**src/rtl/multicycle_controller.sv**
```systemverilog
// Multi-cycle FETCH/DECODE/EXEC/MEM sequencer for an RV32I register/ALU datapath.
// Owns PC and IR, resolves BEQ/BNE from ZCNV and halts for good on any unsupported encoding.
module multicycle_controller #(
    parameter logic [31:0] RESET_PC    = 32'h0000_0000,
    parameter bit          CHECK_ALIGN = 1'b1
) (
    input  logic        clk,
    input  logic        rst,
    output logic        imem_req,
    input  logic [31:0] imem_rdata,
    input  logic        imem_valid,
    output logic        dmem_req,
    output logic        dmem_we,
    input  logic        dmem_valid,
    input  logic [31:0] o_ALU,
    input  logic [3:0]  ZCNV,
    output logic [3:0]  FS,
    output logic [2:0]  CW4_2,
    output logic [31:0] o_imm,
    output logic [4:0]  r_addr_reg1,
    output logic [4:0]  r_addr_reg2,
    output logic [4:0]  w_addr_reg,
    output logic [31:0] pc,
    output logic        halted,
    output logic        illegal,
    output logic [2:0]  state_dbg
);

    typedef enum logic [2:0] {
        S_FETCH  = 3'd0,
        S_DECODE = 3'd1,
        S_EXEC   = 3'd2,
        S_MEM    = 3'd3,
        S_HALT   = 3'd4
    } state_t;

    localparam logic [6:0] OP_R      = 7'b0110011;
    localparam logic [6:0] OP_I      = 7'b0010011;
    localparam logic [6:0] OP_LOAD   = 7'b0000011;
    localparam logic [6:0] OP_STORE  = 7'b0100011;
    localparam logic [6:0] OP_BRANCH = 7'b1100011;

    state_t      state;
    logic [31:0] ir;
    logic        sel_b;
    logic        wr_alu;

    logic [6:0]  opcode;
    logic [2:0]  funct3;
    logic        is_r, is_i, is_lw, is_sw, is_br, br_ok, legal;
    logic [31:0] imm_i, imm_s, imm_b, br_target;
    logic        br_taken, lw_write;
    logic        unused_inputs;

    // FS and the B-operand select are set when the word is captured, so they are
    // already stable during DECODE and stay put through EXEC and MEM.
    function automatic logic [4:0] fetch_ctrl(input logic [31:0] w);
        logic [4:0] c;
        c = 5'b0_0000;
        case (w[6:0])
            OP_R:              c = {w[14:12], w[30], 1'b0};
            OP_I:              c = {w[14:12], w[30] & (w[14:12] == 3'b101), 1'b1};
            OP_LOAD, OP_STORE: c = 5'b0000_1;
            OP_BRANCH:         c = 5'b0001_0;
            default:           c = 5'b0000_0;
        endcase
        return c;
    endfunction

    assign opcode = ir[6:0];
    assign funct3 = ir[14:12];

    assign is_r  = (opcode == OP_R);
    assign is_i  = (opcode == OP_I);
    assign is_lw = (opcode == OP_LOAD);
    assign is_sw = (opcode == OP_STORE);
    assign is_br = (opcode == OP_BRANCH);
    assign br_ok = is_br && (funct3 == 3'b000 || funct3 == 3'b001);
    assign legal = is_r || is_i || is_lw || is_sw || br_ok;

    assign imm_i = {{20{ir[31]}}, ir[31:20]};
    assign imm_s = {{20{ir[31]}}, ir[31:25], ir[11:7]};
    assign imm_b = {{19{ir[31]}}, ir[31], ir[7], ir[30:25], ir[11:8], 1'b0};

    always_comb begin
        o_imm = 32'h0000_0000;
        case (opcode)
            OP_I, OP_LOAD: o_imm = imm_i;
            OP_STORE:      o_imm = imm_s;
            OP_BRANCH:     o_imm = imm_b;
            default:       o_imm = 32'h0000_0000;
        endcase
    end

    assign r_addr_reg1 = ir[19:15];
    assign r_addr_reg2 = ir[24:20];
    assign w_addr_reg  = ir[11:7];

    // The datapath ALU is busy comparing during a branch, so the target uses its own adder.
    assign br_target = pc + imm_b;
    assign br_taken  = (funct3 == 3'b000) ? ZCNV[3] : ~ZCNV[3];

    // A load writes back only on the cycle its data arrives, hence the combinational term.
    assign lw_write = (state == S_MEM) && is_lw && dmem_req && dmem_valid;
    assign CW4_2    = {sel_b, lw_write, wr_alu | lw_write};

    assign state_dbg     = state;
    assign unused_inputs = ^{o_ALU, ZCNV[2:0]};

    always_ff @(posedge clk or negedge rst) begin
        if (!rst) begin
            state    <= S_FETCH;
            pc       <= RESET_PC;
            ir       <= 32'h0000_0000;
            imem_req <= 1'b0;
            dmem_req <= 1'b0;
            dmem_we  <= 1'b0;
            FS       <= 4'h0;
            sel_b    <= 1'b0;
            wr_alu   <= 1'b0;
            halted   <= 1'b0;
            illegal  <= 1'b0;
        end else begin
            case (state)
                S_FETCH: begin
                    if (imem_req && imem_valid) begin
                        ir            <= imem_rdata;
                        {FS, sel_b}   <= fetch_ctrl(imem_rdata);
                        imem_req      <= 1'b0;
                        state         <= S_DECODE;
                    end else begin
                        imem_req <= 1'b1;
                    end
                end
                S_DECODE: begin
                    if (!legal) begin
                        state   <= S_HALT;
                        halted  <= 1'b1;
                        illegal <= 1'b1;
                    end else begin
                        wr_alu <= is_r || is_i;
                        state  <= S_EXEC;
                    end
                end
                S_EXEC: begin
                    wr_alu <= 1'b0;
                    if (is_r || is_i) begin
                        pc       <= pc + 32'd4;
                        imem_req <= 1'b1;
                        state    <= S_FETCH;
                    end else if (is_br) begin
                        if (br_taken && CHECK_ALIGN && (br_target[1:0] != 2'b00)) begin
                            state   <= S_HALT;
                            halted  <= 1'b1;
                            illegal <= 1'b1;
                        end else begin
                            pc       <= br_taken ? br_target : pc + 32'd4;
                            imem_req <= 1'b1;
                            state    <= S_FETCH;
                        end
                    end else begin
                        dmem_req <= 1'b1;
                        dmem_we  <= is_sw;
                        state    <= S_MEM;
                    end
                end
                S_MEM: begin
                    if (dmem_valid) begin
                        pc       <= pc + 32'd4;
                        dmem_req <= 1'b0;
                        dmem_we  <= 1'b0;
                        imem_req <= 1'b1;
                        state    <= S_FETCH;
                    end
                end
                S_HALT: begin
                    imem_req <= 1'b0;
                    dmem_req <= 1'b0;
                    dmem_we  <= 1'b0;
                    wr_alu   <= 1'b0;
                    halted   <= 1'b1;
                end
                default: begin
                    state  <= S_HALT;
                    halted <= 1'b1;
                end
            endcase
        end
    end

endmodule

```
**config.mk**
```make
export PLATFORM = sky130hd
export DESIGN_NAME = multicycle_controller
export DESIGN_NICKNAME = d
export VERILOG_FILES = /design/src/rtl/multicycle_controller.sv
export SDC_FILE = /design/constraint.sdc
export NUM_CORES = 1
export LEC_CHECK = 0
export CAP_MARGIN = 30
export CELL_PAD_IN_SITES_DETAIL_PLACEMENT = 0
export CELL_PAD_IN_SITES_GLOBAL_PLACEMENT = 1
export CORE_MARGIN = 10
export CORE_UTILIZATION = 32
export CTS_CLUSTER_SIZE = 8
export DETAILED_ROUTE_END_ITERATION = 10
export HOLD_SLACK_MARGIN = 0.06
export PLACE_DENSITY = 0.77
export REMOVE_ABC_BUFFERS = 1
export SYNTH_ARGS = -nofsm -noshare
export SYNTH_HDL_FRONTEND = slang
export SYNTH_SLANG_ARGS = --single-unit
```
**constraint.sdc**
```tcl
create_clock -name clk -period 2.9 [get_ports clk]
set_clock_uncertainty 0.05 [all_clocks]
set_input_delay 0.58 -clock clk [delete_from_list [all_inputs] [get_ports clk]]
set_output_delay 0.58 -clock clk [all_outputs]
set_load 0.005 [all_outputs]
```
=== Word-level counts from Yosys, hierarchy flattened ===
Cells that the tools add are included.

* Add/subtract/negate cells: 2
* Equal/unequal tests: 26
* Multiplexer cells: 37
* Bitwise gates (word level): 5
* Reduce and logical (&&, ||, !) cells: 31

{| class="wikitable"
|+ Operators by type and width
! kind !! count
|-
| $mux 32 || 5
|-
| $pmux 32 s3 || 1
|-
| $pmux 32 s2 || 1
|-
| $add 32x3->32 const B || 1
|-
| $add 32x32->32 || 1
|-
| $eq 7x6->1 const B || 4
|-
| $pmux 5 s4 || 1
|-
| $mux 3 || 6
|-
| $mux 1 || 16
|-
| $ne 2x2->1 const B || 8
|-
| $pmux 3 s5 || 1
|-
| $eq 7x2->1 const B || 2
|-
| $eq 7x5->1 const B || 2
|-
| $eq 7x7->1 const B || 2
|-
| $reduce_and 4->1 || 3
|-
| $reduce_and 5->1 || 2
|-
| $pmux 1 s3 || 3
|-
| $reduce_bool 2->1 || 4
|-
| $reduce_or 2->1 || 4
|-
| $eq 3x1->1 const B || 2
|-
| $eq 3x2->1 const B || 2
|-
| $eq 3x3->1 const B || 2
|-
| $logic_and 1x1->1 || 6
|-
| $logic_not 3->1 || 2
|-
| other kinds (11) || 20
|}

* Flip-flop bits (word level): 78
* Bits of input ports: 72
* Word-level logic and storage cells: 112

=== Logic depth before layout (Yosys ltp) ===
* Depth in word-level cells: 7
* Gate-level depth with buffers: 11
* Mapped depth without buffers: 11

=== Least setup slack after synthesis ===
OpenSTA, ideal clock, no wires.

* Path type: register -> register
* Start point: register ir[31]
* End point: register pc[30]
* Setup time: 146 ps
* Arrival: 2,745 ps
* Data required time: 2,704 ps
* Path slack: -41 ps
* Stages on the path, launching flop included: 11
* Period minus slack after synthesis: 2,941 ps
* Path through: dfrtp_1 > ha_1 > clkbuf_1 > a21o_1 > a31oi_1 > and3_1 > o21a_1 > o21ai_0 > or4b_2 > nand4_1 > o311ai_0

* Cells in the longest elaborated chain, start to end: 6

{| class="wikitable"
|+ Ends and longest elaborated chain
! element !! line !! source
|-
| start, declared || 44 || <nowiki>logic [31:0] ir;</nowiki>
|-
| start signal, assigned || 127 || <nowiki>ir <= imem_rdata;</nowiki>
|-
| $add 32x32->32 || 100 || <nowiki>assign br_target = pc + imm_b;</nowiki>
|-
| $mux 32 || 157 || <nowiki>pc <= br_taken ? br_target : pc + 32'd4;</nowiki>
|-
| $mux 32 || 152 || <nowiki>if (br_taken && CHECK_ALIGN && (br_target[1:0] != 2'b00)) begin</nowiki>
|-
| $mux 32 || 151 || <nowiki>end else if (is_br) begin</nowiki>
|-
| $mux 32 || 147 || <nowiki>if (is_r || is_i) begin</nowiki>
|-
| $pmux 32 s2 || 124 || <nowiki>case (state)</nowiki>
|-
| end signal, assigned || 148 || <nowiki>pc <= pc + 32'd4;</nowiki>
|-
| end signal, assigned || 157 ||
|-
| end signal, assigned || 169 || <nowiki>pc <= pc + 32'd4;</nowiki>
|-
| end, declared || 23 || <nowiki>output logic [31:0] pc,</nowiki>
|}

Every way passes these cells. The select of a mux whose other input is x is not followed.
A chain may end at the register's enable or synchronous reset.

=== Worst setup path after layout ===
* Start point: register ir[31]
* End point: register pc[31]

Same word-level chain as after synthesis.

==> results.json <==
{
  "worst_ep_arrival_time_ns": 3.00,
  "peakVddDrop_mv": 0.3838,
  "clock-root-buffer": "clkbuf_16",
  "crit_chain": "buf_4 > ha_1 > a21oi_2 > nor2b_1 > o21ai_0 > a21oi_1 > or3_1 > o21bai_1 > a21o_1 > o2111ai_1",
  "worstSetupStartpoint": "ir[31]",
  "cts_tree": "yes",
  "ys_dominant_reg_cell": "dfrtp_1",
  "final_cell_mix": "nand2_1, clkdlybuf4s50_1, buf_4",
  "grt_max_degree": 46,
  "r2r-start": "ir[31]",
  "finalHoldViolations": 0,
  "pwr-share-seq_pct": 20.8,
  "antenna_found_initial": 1,
  "crit_required_ns": 3.07,
  "finalWorstSetupSlack_ns": 0.06966,
  "max_freq_ghz": 0.3533,
  "drt_pass1_iterations": 5,
  "gp_congestion": 0.9141,
  "internal-power_mw": 4.526,
  "synth_top_area_share_pct": 32.37,
  "period_share_pct": 97.60,
  "syn-cell-area_sq_um": 5952,
  "nets": 1029,
  "synth_edf_count": 0,
  "finalSetupViolations": 0,
  "p_total_mw": 7.871,
  "overflow": 0,
  "avgSynthCellArea_sq_um": 7.852,
  "dieHeight_um": 156.4,
  "synth-seq-cells": 77,
  "hold_class": "primary input to async pin",
  "coreArea_sq_um": 18150,
  "synth_xor_area_share_pct": 3.237,
  "slew_violations": 0,
  "dp_hpwl_um": 15120,
  "ios": 166,
  "powerDensity_nw_per_um2": 932.4,
  "clkPwrFrac_pct": 15.3,
  "reg2reg_slack_ns": 0.07,
  "clk_path_buf_depth": 2,
  "endpoint_kind": "register",
  "fp.dieW_um": 156.4,
  "power_leakage_nw": 3.988,
  "rows": 49,
  "area_growth_pct": 41.83,
  "fin_setup_tns_ns": 0,
  "io_buffers": 129,
  "layout_commonest_cell": "nand2_1",
  "wl_per_cell_um": 17.38,
  "vias": 6102,
  "path_clk_slew_ns": 0.07,
  "switchingPower_mw": 3.345,
  "grt_pass1_wl_um": 32350,
  "clock_latency_ns": 0.35,
  "synth-simple-area-share_pct": 26.74,
  "diodes": 0,
  "syn_inst": 758,
  "wl_um": 20140,
  "relSlewSlack_pct": 51.86,
  "stdcell_count": 1159,
  "dpl.cell_count": 1130,
  "viasPerCell": 5.265,
  "synthMuxAreaShare_pct": 0,
  "min_period_ns": 2.830,
  "worst-setup-path-type": "register to register",
  "grt.total_usage_pct": 16.39,
  "sw_frac_of_total_pct": 42.49,
  "rsz0062_at_grt": "yes",
  "drc": 0,
  "ys_async_sr_fraction_pct": 100.0,
  "dieArea_sq_um": 24450,
  "cts_hold_buf": 0,
  "first_global_vias": 5987,
  "antenna_left": 0,
  "synthAdderAreaFrac_pct": 6.853,
  "slowest_delay_ns": 0.49,
  "outcome": "finished, final reports clean",
  "path_max_fanout": 8,
  "synth_top_family_by_area": "simple AND/OR/NAND/NOR gates",
  "max_slew.worst_pin.slew_ns": 0.7221,
  "pwr-share-comb_pct": 63.9,
  "yosysWarnings": 0,
  "synth_compound_area_share_pct": 22.87,
  "cp-start-kind": "register",
  "ys_types": 63,
  "post-place-ws_ns": -0.1061,
  "drt_first_iter_violations": 434,
  "drive_gt1_share_pct": 16.67,
  "cts_htree_levels": 3,
  "cts.sinks": 77,
  "yosysSeqAreaShare_pct": 32.37,
  "drv_cap": 0,
  "synthTopCellsByArea": "dfrtp_1, nand2_1, ha_1, a21oi_1, buf_4",
  "critPathSlowestCell": "dfrtp_2",
  "numCtsBuffers": 9,
  "synth_top_cell_by_area": "dfrtp_1",
  "initial_core_util_pct": 32.80
}
## flip-flops by register name, indices dropped and copies added, names as in the netlist, 3 cells and up
signal,flops
ir,32
pc,31
FS,4
state_dbg,3
## repair_timing
action / CTS / global route
gates cloned: 1 / 0
buffers inserted: 7 / 6
pin swaps: 6 / 7
gates resized for setup: 17 / 41
endpoints found under the setup margin: 26 / 33
## worst max-delay path, delay by kind of cell (launching register included)
family | cells | cell delay (ns)
buffers and inverters | 1 | 0.20
flip-flops | 1 | 0.49
AND/OR/NAND/NOR | 2 | 0.45
adder cells (fa/ha/maj) | 1 | 0.31
AO/OA/AOI/OAI | 6 | 1.19
## synth_stat cells (all sizes together), types with 3 or more instances
cell type / n
nand2: 136
dfrtp: 77
a21oi: 74
nor2: 51
o21ai: 43
buf: 40
nand3: 32
clkbuf: 31
ha: 31
nand4: 19
inv: 16
nor3: 16
a21o: 14
and3: 14
nor2b: 14
a31oi: 12
xnor2: 11
xor2: 11
o22ai: 10
a22o: 9
a211oi: 7
and4: 7
nor4: 6
and2: 5
o21a: 5
or2: 5
nor3b: 4
or4: 4
a31o: 3
nand2b: 3
nand3b: 3
o211a: 3
o21bai: 3
o22a: 3
o31ai: 3
## stage by stage
stage / utilization (%) / instance area (sq um) / hold WS, ns
after CTS: 45.42 / 8242 / 0.2131
after global routing: 46.52 / 8442 / 0.2439
final: 46.52 / 8442 / 0.1963
after global placement: 43.04 / 7810 / 0.3995
after detailed placement: 43.04 / 7810 / 0.3963
after floorplan: - / 5544 / 0.2344
## final cells by class
| type | count | area [sq um] |
|---|---|---|
| fill | 1743 | 9706 |
| clock buffer | 9 | 225.2 |
| clock inverter | 7 | 81.33 |
| inverter | 16 | 60.06 |
| tap | 229 | 286.5 |
| multi-input combinational | 594 | 3724 |
| sequential | 77 | 1928 |
| timing repair buffer | 227 | 2137 |
## metal layers
layer  vias up  GRT usage [%]  wire length [um]  part of all wire, %
met5         -              0                14                0.069
met4         2          6.427               441                  2.2
met3        24          4.413              1165                  5.8
met2       146          25.90              9455                   47
met1      2875          20.86              9067                   45
li1       3055              -                 -                    -
## worst paths after layout
check / endpoint / cells past startpoint
worst max-delay path: pc[31] / 10
worst min-delay path: ir[24] / 1
worst max register to register: pc[31] / 10
worst min register to register: illegal / 1
max in group asynchronous: pc[25] / 2
min in group clk: illegal / 1
## power groups by stage
| stage | Combinational (mW) | Clock, mW | Sequential, mW |
|---|---|---|---|
| 5_1_grt | 5.56 | 1.28 | 1.68 |
| 3_5_place_dp | 4.70 | 0 | 1.63 |
| 6_report | 5.03 | 1.20 | 1.64 |
| 2_1_floorplan | 2.60 | 0 | 1.66 |
| 3_3_place_gp | 4.69 | 0 | 1.62 |
| 4_1_cts | 4.85 | 1.23 | 1.62 |
## logic make-up (layout without fill, tap and decap cells)
family          count (synthesis)  count (layout)
flops                          77              77
xor+xnor                       22              22
buf+inv                        87             259
simple gates                  327             327
fa+ha+maj                      32              32
compound gates                212             212
other cells                     1               1
Power figures use the tool's default switching activity.
